===== config.mk =====
export PLATFORM = sky130hd
export DESIGN_NAME = pwm_duty_monitor
export DESIGN_NICKNAME = d
export VERILOG_FILES = /design/src/rtl/pwm_duty_monitor.sv
export SDC_FILE = /design/constraint.sdc
export NUM_CORES = 1
export LEC_CHECK = 0
export ABC_CLOCK_PERIOD_IN_PS = 3600
export CAP_MARGIN = 40
export CORE_ASPECT_RATIO = 0.6
export CORE_UTILIZATION = 47
export DETAILED_ROUTE_END_ITERATION = 16
export PLACE_DENSITY = 0.67
export SLEW_MARGIN = 20
export SYNTH_ARGS = -nofsm -noshare
export SYNTH_HDL_FRONTEND = slang
export SYNTH_SLANG_ARGS = --single-unit

===== constraint.sdc =====
create_clock -name sysclk -period 3.6 [get_ports sysclk]
set_input_delay 0.9 -clock sysclk [delete_from_list [all_inputs] [get_ports sysclk]]
set_output_delay 0.9 -clock sysclk [all_outputs]
set_load 0.02 [all_outputs]

===== src/rtl/pwm_duty_monitor.sv =====
// pwm_duty_monitor: measures the high-time of each 2^FRAME_BITS-cycle frame of
// a PWM line, keeps a moving average over 2^AVG_LOG2 frames and flags lines
// that stay saturated high or low for STUCK_FRAMES consecutive frames.
module pwm_duty_monitor #(
  parameter int FRAME_BITS   = 6,
  parameter int AVG_LOG2     = 2,
  parameter int STUCK_FRAMES = 8
) (
  input  logic                  sysclk,
  input  logic                  reset_n,
  input  logic                  Enable,
  input  logic                  Pulse_In,
  output logic [FRAME_BITS:0]   Duty_Meas,
  output logic [FRAME_BITS:0]   Duty_Avg,
  output logic                  Meas_Valid,
  output logic                  Stuck_High,
  output logic                  Stuck_Low
);

  localparam int DW    = FRAME_BITS + 1;
  localparam int SW    = DW + AVG_LOG2;
  localparam int DEPTH = 1 << AVG_LOG2;

  localparam logic [FRAME_BITS-1:0] LAST_CNT  = {FRAME_BITS{1'b1}};
  localparam logic [DW-1:0]         FULL_VAL  = DW'(1 << FRAME_BITS);
  localparam logic [DW-1:0]         EMPTY_VAL = DW'(0);
  localparam logic [7:0]            STUCK_MAX = 8'(STUCK_FRAMES);

  logic [FRAME_BITS-1:0] frame_cnt_q, frame_cnt_d;
  logic [DW-1:0]         hi_cnt_q, hi_cnt_d;
  logic [DW-1:0]         hist_q [DEPTH];
  logic [DW-1:0]         hist_d [DEPTH];
  logic [SW-1:0]         sum_q, sum_d;
  logic [7:0]            hi_run_q, hi_run_d;
  logic [7:0]            lo_run_q, lo_run_d;
  logic [DW-1:0]         meas_q, meas_d;
  logic [DW-1:0]         avg_q, avg_d;
  logic                  valid_q, valid_d;
  logic                  stuck_hi_q, stuck_hi_d;
  logic                  stuck_lo_q, stuck_lo_d;

  logic                  frame_end_s;
  logic [DW-1:0]         new_meas_s;

  // Frame end happens on the enabled sample taken while the counter reads its last value;
  // the current sample is folded into the count so all samples of the frame contribute.
  always_comb begin
    frame_end_s = Enable && (frame_cnt_q == LAST_CNT);
    new_meas_s  = hi_cnt_q + DW'(Pulse_In);
  end

  // Next-state for frame counting, history, average and stuck detection.
  always_comb begin
    frame_cnt_d = frame_cnt_q;
    hi_cnt_d    = hi_cnt_q;
    hist_d      = hist_q;
    sum_d       = sum_q;
    hi_run_d    = hi_run_q;
    lo_run_d    = lo_run_q;
    meas_d      = meas_q;
    avg_d       = avg_q;
    valid_d     = 1'b0;
    stuck_hi_d  = stuck_hi_q;
    stuck_lo_d  = stuck_lo_q;

    if (!Enable) begin
      // A partial frame is discarded; measured results hold.
      frame_cnt_d = '0;
      hi_cnt_d    = '0;
    end else if (frame_end_s) begin
      frame_cnt_d = '0;
      hi_cnt_d    = '0;
      meas_d      = new_meas_s;
      sum_d       = sum_q + SW'(new_meas_s) - SW'(hist_q[DEPTH-1]);
      avg_d       = DW'(sum_d >> AVG_LOG2);
      valid_d     = 1'b1;
      hist_d[0]   = new_meas_s;
      for (int i = 1; i < DEPTH; i++) begin
        hist_d[i] = hist_q[i-1];
      end

      if (new_meas_s == FULL_VAL) begin
        hi_run_d = (hi_run_q == STUCK_MAX) ? hi_run_q : hi_run_q + 8'd1;
      end else begin
        hi_run_d = 8'd0;
      end

      if (new_meas_s == EMPTY_VAL) begin
        lo_run_d = (lo_run_q == STUCK_MAX) ? lo_run_q : lo_run_q + 8'd1;
      end else begin
        lo_run_d = 8'd0;
      end

      stuck_hi_d = (hi_run_d == STUCK_MAX);
      stuck_lo_d = (lo_run_d == STUCK_MAX);
    end else begin
      frame_cnt_d = frame_cnt_q + 1'b1;
      hi_cnt_d    = hi_cnt_q + DW'(Pulse_In);
    end
  end

  // State and output registers with asynchronous clear.
  always_ff @(posedge sysclk or negedge reset_n) begin
    if (!reset_n) begin
      frame_cnt_q <= '0;
      hi_cnt_q    <= '0;
      for (int i = 0; i < DEPTH; i++) begin
        hist_q[i] <= '0;
      end
      sum_q       <= '0;
      hi_run_q    <= 8'd0;
      lo_run_q    <= 8'd0;
      meas_q      <= '0;
      avg_q       <= '0;
      valid_q     <= 1'b0;
      stuck_hi_q  <= 1'b0;
      stuck_lo_q  <= 1'b0;
    end else begin
      frame_cnt_q <= frame_cnt_d;
      hi_cnt_q    <= hi_cnt_d;
      for (int i = 0; i < DEPTH; i++) begin
        hist_q[i] <= hist_d[i];
      end
      sum_q       <= sum_d;
      hi_run_q    <= hi_run_d;
      lo_run_q    <= lo_run_d;
      meas_q      <= meas_d;
      avg_q       <= avg_d;
      valid_q     <= valid_d;
      stuck_hi_q  <= stuck_hi_d;
      stuck_lo_q  <= stuck_lo_d;
    end
  end

  assign Duty_Meas  = meas_q;
  assign Duty_Avg   = avg_q;
  assign Meas_Valid = valid_q;
  assign Stuck_High = stuck_hi_q;
  assign Stuck_Low  = stuck_lo_q;

endmodule


## Yosys cells after proc, flatten, opt, wreduce, memory -nomap -nowiden

Index checks and enable logic that the tools add are counted.

| operators by class | value |
|---|---|
| add/subtract/negate cells | 6 |
| reductions and logical operators | 3 |
| equality and inequality tests | 6 |
| mux-type cells | 14 |

Operators with widths:

| operator | count |
|---|---|
| 8-bit two-way mux | 8 |
| 8-bit by 4-bit == test with 1-bit output, second input constant | 4 |
| 8-bit by 1-bit adder with 8-bit output, second input constant | 2 |
| 7-bit two-way mux | 2 |
| 6-bit two-way mux | 2 |
| 9-bit by 7-bit adder with 9-bit output | 1 |
| 9-bit by 7-bit subtractor with 9-bit output | 1 |
| 7-bit by 1-bit adder with 7-bit output | 1 |
| 7-bit == test, second input constant | 1 |
| 7-bit logical NOT | 1 |
| 6-bit by 1-bit adder with 6-bit output, second input constant | 1 |
| 6-bit == test, second input constant | 1 |
| 1-bit two-way mux | 2 |
| 2-bit AND reduction | 1 |
| 1-bit logical AND | 1 |

| storage, ports and cells | value |
|---|---|
| register bits | 76 |
| input bits | 4 |
| output and inout port bits | 17 |

## Logic depth before layout (Yosys ltp)

Gate-level depths: netlist (run 1).

| logic depth | value |
|---|---|
| word-level depth | 6 |
| depth in mapped cells | 14 |
| mapped depth without buffers | 14 |

## Worst setup path before layout (run 1)

No wires, ideal clock.

| timing | value |
|---|---|
| kind | input to register |
| from | input port Pulse_In |
| to | register sum_q[8] |
| arrival time | 3.449 ns |
| path buffers | 0 |
| slack | 0.019 ns |
| stages on the path | 13 |
| data required time | 3.469 ns |
| cells stage by stage | ha_1 ha_1 nand2_1 nor2_1 xor2_1 inv_1 fa_1 inv_1 ha_1 a21oi_1 a2111o_1 nand4_1 o31ai_1 |

| between the ends | value |
|---|---|
| cells in the longest elaborated chain, start to end | 3 |

RTL lines:

| element | line | text |
|---|---|---|
| start: declaration | 12 | `input logic Pulse_In,` |
| 7-bit by 1-bit adder with 7-bit output | 49 | `new_meas_s = hi_cnt_q + DW'(Pulse_In);` |
| 9-bit by 7-bit adder with 9-bit output | 74 | `sum_d = sum_q + SW'(new_meas_s) - SW'(hist_q[DEPTH-1]);` |
| 9-bit by 7-bit subtractor with 9-bit output | 74 |  |
| end signal: assignment | 124 | `sum_q <= sum_d;` |
| end: declaration | 33 | `logic [SW-1:0] sum_q, sum_d;` |

No other way between the ends.
A chain may end at the register's enable or synchronous reset.

## Final worst setup path (run 1)

Ends and elaborated chain as after synthesis.

==> results of run 1 <==
==> layer usage <==
layer / global-route usage [%] / wire length (um) / share of wire (%) / up-vias
li1: - / - / - / 1502
met1: 30.5 / 4230 / 53 / 1392
met2: 28.0 / 3290 / 41 / 75
met3: 5.66 / 416 / 5.2 / 18
met4: 7.03 / 112 / 1.4 / 0
met5: 0 / 0 / 0 / -
==> state kept, by name (all words and copies together), names as in the netlist, 6 cells and up <==
register,flops
lo_run_q,8
sum_q,9
hi_cnt_q,7
hist_q,21
hi_run_q,8
Duty_Meas,7
frame_cnt_q,6
==> worst paths after layout <==
path,start,endpoint,slack [ps]
hold reg to reg,hist_q[16],hist_q[9],450
setup / recovery,Pulse_In,sum_q[8],200
min in group asynchronous,reset_n,lo_run_q[7],620
setup reg to reg,hi_cnt_q[0],sum_q[8],520
hold / removal,hist_q[16],hist_q[9],450
max in group asynchronous,reset_n,hist_q[10],2320
==> area by class of cell <==
class	instances	area, um2
fill	681	3260
multi-input combinational	298	1920
sequential	69	1730
timing repair buffer	52	450
clock buffer	16	292
tap	108	135
inverter	34	128
==> worst max-delay path, delay by kind of cell <==
kind | cells | cell delay, ps
AOI/OAI and AO/OA | 4 | 1010
xor gates and xnor gates | 2 | 250
buffers and inverters | 2 | 190
and+or+nand+nor | 1 | 160
adders and majority gates | 4 | 1130
==> cells by family (layout without fill, tap and decap cells) <==
logic type | Yosys count | after routing | share of synthesized area (%)
compound gates | 69 | 69 | 11.7
xor+xnor | 23 | 23 | 5.21
fa+ha+maj | 23 | 23 | 8.80
buf+inv | 62 | 102 | 7.44
flops | 69 | 69 | 44.6
simple gates | 183 | 183 | 22.3
==> power breakdown <==
part	leakage [nW]	switching [mW]	total, mW	internal [mW]
Combinational	1.07	0.0669	0.121	0.0542
Sequential	0.945	0.00490	0.786	0.781
Clock	0.143	0.303	0.846	0.542
Total	2.16	0.375	1.75	1.38
==> metrics by stage <==
step	setup WS [ps]	utilization (%)
floorplan	19.4	-
global placement	-452	54.1
detailed placement	-590	54.1
CTS	-37.0	58.4
global route	104	58.8
finish	198	58.8
==> cells in the mapped netlist, types with 2 or more instances <==
library cell  count  area share [%]
nor2b_1           2            0.32
nand3_1          15             1.9
nand2_1         102             9.9
a22o_1            2            0.45
a21o_1            3            0.58
o2bb2ai_1         2            0.45
and3_1            4            0.65
nor2_1           20             1.9
ha_1             16             5.2
xnor2_1          11             2.5
a31oi_1           3            0.49
o21ai_0          30             3.9
buf_2             2            0.26
nor3_1           10             1.3
or3_1             3            0.49
o21bai_1          2            0.39
buf_4            14             2.7
o21a_1            2            0.39
a21oi_1           6            0.78
nor4_1            7             1.1
o41ai_1           2            0.45
nand4_1           3            0.49
and2_1            4            0.65
or4_1             2            0.39
inv_1            33             3.2
clkbuf_1         11             1.1
nand2b_1          2            0.32
o31ai_1           7             1.4
fa_1              7             3.6
xor2_1           12             2.7
dfrtp_1          69              45
==> timing repair <==
action                                 4_1_cts  5_1_grt
endpoints found under the hold margin        0        0
setup buffers                                1        0
hold buffers                                 0        0
pin swaps                                    2        4
setup endpoints to repair                    4        4
gates resized for setup                      9        5
==> results.json, run 1 <==
{
  "gp_congestion": 0.879,
  "firstDrtPassIters": 5,
  "max_stage_delay_ps": 490,
  "synth_ff_type": "dfrtp_1",
  "post-route-period-util_pct": 94.5,
  "clk_latency_ps": 330,
  "synthesis.area_um2": 3870,
  "synthDistinctLibCells": 52,
  "finClkSkew_ps": 3.69,
  "rsz0062_at_grt": "false",
  "holdWs_ps": 454,
  "synth-seq-cells": 69,
  "wl_per_cell_um": 13.9,
  "path_cells": "dlymetal6s2s_1 > ha_4 > ha_4 > xnor2_2 > fa_1 > inv_1 > ha_1 > nor2b_2 > o31a_1 > o21a_1 > o41ai_2 > xnor2_1 > o31ai_1",
  "track_usage_pct": 20.3,
  "vdd_drop_max_v": 0.000235,
  "place_inst": 560,
  "hold_depth": 2,
  "gr-total-overflow": 0,
  "setup_viol": 0,
  "root_buffer": "clkbuf_16",
  "die_h_um": 72.3,
  "htree_levels": 3,
  "routed_via_density": 5.18,
  "worst_path_most_repeated_cell": "ha_4",
  "die-area_um2": 8610,
  "syn-num-nets": 456,
  "fmax_ghz": 0.294,
  "grt_pass1_vias": 2682,
  "final_cell_count_no_fill": 577,
  "antenna_found_initial": 0,
  "p_leak_nw": 2.16,
  "grt_start_max_net_pins": 46,
  "start_kind": "input pin",
  "cpMaxStageDelayCell": "fa_1",
  "drv_cap": 0,
  "avgSynthCellArea_um2": 9.02,
  "layout_common_cells": "nand2_1, dfrtp_1, inv_1",
  "synth-seq-area-share_pct": 44.6,
  "grt_first_pass_wirelength_mm": 13.4,
  "worst_pin_slew_ps": 720,
  "layout_commonest_cell": "nand2_1",
  "syn_inst": 429,
  "relSlewSlack_pct": 52.0,
  "min_period_ps": 3400,
  "clkTransAtPathRegs_ps": 50,
  "maxSlewViolCount": 0,
  "r2r_cells": 12,
  "die_w_um": 119,
  "dp_hpwl_mm": 5.69,
  "crit_fanout": 4,
  "drtAntennaViolNets": 0,
  "criticalPathCategory": "input pin to flip-flop",
  "arrival_ps": 3640,
  "rows": 25,
  "start_util_pct": 48.9,
  "post-route-cell-area_um2": 4650,
  "area_growth_pct": 20.2,
  "layout-drive-gt1-share_pct": 13.6,
  "diodes": 0,
  "drt_iter0_drc": 183,
  "clockBufferDepth": 2,
  "wl_mm": 8.04,
  "synthArstFlopShare_pct": 100,
  "hold_path.class": "flip-flop to flip-flop",
  "fin_nets": 491,
  "finalPower_mw": 1.75,
  "synth_edf_count": 0,
  "setup_tns_ps": 0,
  "clock-sinks": 69,
  "drc": 0,
  "cts-buffers-inserted": 9,
  "num_io_pins": 21,
  "io_buffers": 20,
  "crit_required_ps": 3840,
  "place_area_um2": 4280,
  "cts_tree": "built",
  "ys_warn_count": 0,
  "coreArea_um2": 7910,
  "critPathCaptureType": "flip-flop",
  "hold_violations": 0,
  "vias": 2987,
  "status": "complete, no violations",
  "power.density_nw_per_um2": 377
}
(Power assumes the default switching activity.)
==> run 2: changes to the inputs <==
--- a/config.mk
+++ b/config.mk
@@ -10,6 +10,7 @@
 export CORE_ASPECT_RATIO = 0.6
 export CORE_UTILIZATION = 47
 export DETAILED_ROUTE_END_ITERATION = 16
+export MAX_ROUTING_LAYER = met4
 export PLACE_DENSITY = 0.67
 export SLEW_MARGIN = 20
 export SYNTH_ARGS = -nofsm -noshare
==> run 2 against run 1 <==
Effect of this change:
- register-to-register slack about the same
- clock power is essentially flat
- via count fell by 0.17%
- clock skew grew 1.3 ps
- total power about the same
- non-clock buffer count unchanged
- critical path type unchanged
- largest cell class unchanged
==> results.json, run 2 (synthesis gave the netlist of run 1 again) <==
{
  "start_util_pct": 48.9,
  "post-route-period-util_pct": 94.7,
  "maxSlewViolCount": 0,
  "worst_pin_slew_ps": 718,
  "routed_via_density": 5.17,
  "drtAntennaViolNets": 0,
  "area_growth_pct": 20.2,
  "die_h_um": 72.3,
  "cpMaxStageDelayCell": "fa_1",
  "status": "complete, no violations",
  "p_leak_nw": 2.16,
  "relSlewSlack_pct": 52.1,
  "dp_hpwl_mm": 5.69,
  "die_w_um": 119,
  "critPathCaptureType": "flip-flop",
  "fmax_ghz": 0.293,
  "cts-buffers-inserted": 9,
  "intPower_mw": 1.38,
  "clock-sinks": 69,
  "finalPower_mw": 1.75,
  "dr_wl_met3_um": 411,
  "die-area_um2": 8610,
  "io_buffers": 20,
  "wl_mm": 8.06,
  "hold_path.class": "flip-flop to flip-flop",
  "p_comb_share_pct": 6.9,
  "clk_latency_ps": 330,
  "path_cells": "dlymetal6s2s_1 > ha_4 > ha_4 > xnor2_2 > fa_1 > inv_1 > ha_1 > nor2b_2 > o31a_1 > o21a_1 > o41ai_2 > xnor2_1 > o31ai_1",
  "drv_cap": 0,
  "largest_register": "hist_q",
  "layout_commonest_cell": "nand2_1",
  "gp_congestion": 0.893,
  "grt_first_pass_wirelength_mm": 13.4,
  "cts_tree": "built",
  "layout-drive-gt1-share_pct": 13.6,
  "seqPwrFrac_pct": 44.8,
  "coreArea_um2": 7910,
  "vias": 2982,
  "rsz0062_at_grt": "false",
  "grt_start_max_net_pins": 46,
  "clkTransAtPathRegs_ps": 60,
  "rows": 25,
  "finClkSkew_ps": 4.95,
  "largest_reg_flops": 21,
  "worst_path_most_repeated_cell": "ha_4",
  "place_area_um2": 4280,
  "root_buffer": "clkbuf_16",
  "drc": 0,
  "start_kind": "input pin",
  "crit_fanout": 4,
  "layout_common_cells": "nand2_1, dfrtp_1, inv_1",
  "antenna_found_initial": 0,
  "track_usage_pct": 21.0,
  "num_io_pins": 21,
  "setup_tns_ps": 0,
  "gr-total-overflow": 0,
  "routed.top_layer": "met4",
  "p_clk_share_pct": 48.2,
  "min_period_ps": 3410,
  "switching_share_pct": 21.4,
  "post-route-cell-area_um2": 4650,
  "power.density_nw_per_um2": 377,
  "reg.largest.list": "hist_q x21, sum_q x9",
  "setup_slack_ps": 191,
  "hold_violations": 0,
  "criticalPathCategory": "input pin to flip-flop",
  "clockBufferDepth": 2,
  "met2WireLength_mm": 3.29,
  "firstDrtPassIters": 7,
  "crit_required_ps": 3840,
  "p_sw_uw": 376,
  "max_stage_delay_ps": 490,
  "drt_iter0_drc": 197,
  "wl_per_cell_um": 14.0,
  "arrival_ps": 3640,
  "diodes": 0,
  "vdd_drop_max_v": 0.000235,
  "hold_buffers": 0,
  "grt_pass1_vias": 2686,
  "place_ws_ps": -590,
  "setup_viol": 0,
  "fin_nets": 491,
  "wl_met1_mm": 4.26,
  "htree_levels": 3
}
run 2: cell counts in the layout (fill, tap and decap cells not counted):
Identical to the previous run, type by type.
run 2: worst max-delay path, delay by kind of cell:
kind | cells | cell delay [ps]
AOI/OAI and AO/OA | 4 | 1020
buffers and inverters | 2 | 190
xor gates and xnor gates | 2 | 250
and+or+nand+nor | 1 | 160
adders and majority gates | 4 | 1130
run 2: worst paths after layout:
kind / to / depth (start not counted) / slack [ps] / from
setup / recovery: sum_q[8] / 13 / 190 / Pulse_In
hold / removal: hist_q[9] / 2 / 450 / hist_q[16]
setup reg to reg: sum_q[8] / 12 / 510 / hi_cnt_q[0]
hold reg to reg: hist_q[9] / 2 / 450 / hist_q[16]
max in group asynchronous: Meas_Valid / 2 / 2320 / reset_n
min in group asynchronous: lo_run_q[7] / 1 / 620 / reset_n
run 2: area by class of cell:
class                      instances  area, um2
multi-input combinational        298       1920
clock buffer                      16        292
inverter                          34        128
sequential                        69       1730
timing repair buffer              52        450
tap                              108        135
fill                             681       3260
run 2: what timing repair did:
action / CTS / global route
endpoints found under the setup margin: 4 / 4
buffers inserted: 1 / 0
cloned: 0 / 0
pin swaps: 2 / 4
gates resized for setup: 9 / 5
hold endpoints to repair: 0 / 0
run 2: stage by stage:
stage | instances | hold slack [ps] | utilization (%)
6_report | 577 | 453 | 58.8
5_1_grt | 577 | 474 | 58.8
4_1_cts | 577 | 460 | 58.4
3_5_place_dp | 560 | 448 | 54.1
3_3_place_gp | 560 | 446 | 54.1
2_1_floorplan | 429 | 431 | -
run 2: per-layer routing:
metal  global-route usage [%]  up-vias
met5                        -        -
met2                     28.2       65
met4                     6.19        0
met1                     30.4     1402
met3                     6.21       15
li1                         -     1500
run 2: power groups by stage:
stage	Clock, mW	Combinational (mW)	Sequential (mW)
after global placement	0	0.112	0.798
final	0.846	0.121	0.786
after global routing	0.904	0.138	0.786
after CTS	0.871	0.121	0.785
after detailed placement	0	0.116	0.798
after floorplan	0	0.0594	0.798
==> run 3: changes to the inputs <==
--- a/config.mk
+++ b/config.mk
@@ -5,6 +5,7 @@
 export SDC_FILE = /design/constraint.sdc
 export NUM_CORES = 1
 export LEC_CHECK = 0
+export ABC_AREA = 0
 export ABC_CLOCK_PERIOD_IN_PS = 3600
 export CAP_MARGIN = 40
 export CORE_ASPECT_RATIO = 0.6
==> results of run 3 <==
Final layout, timing and power as in run 2 (identical DEF).
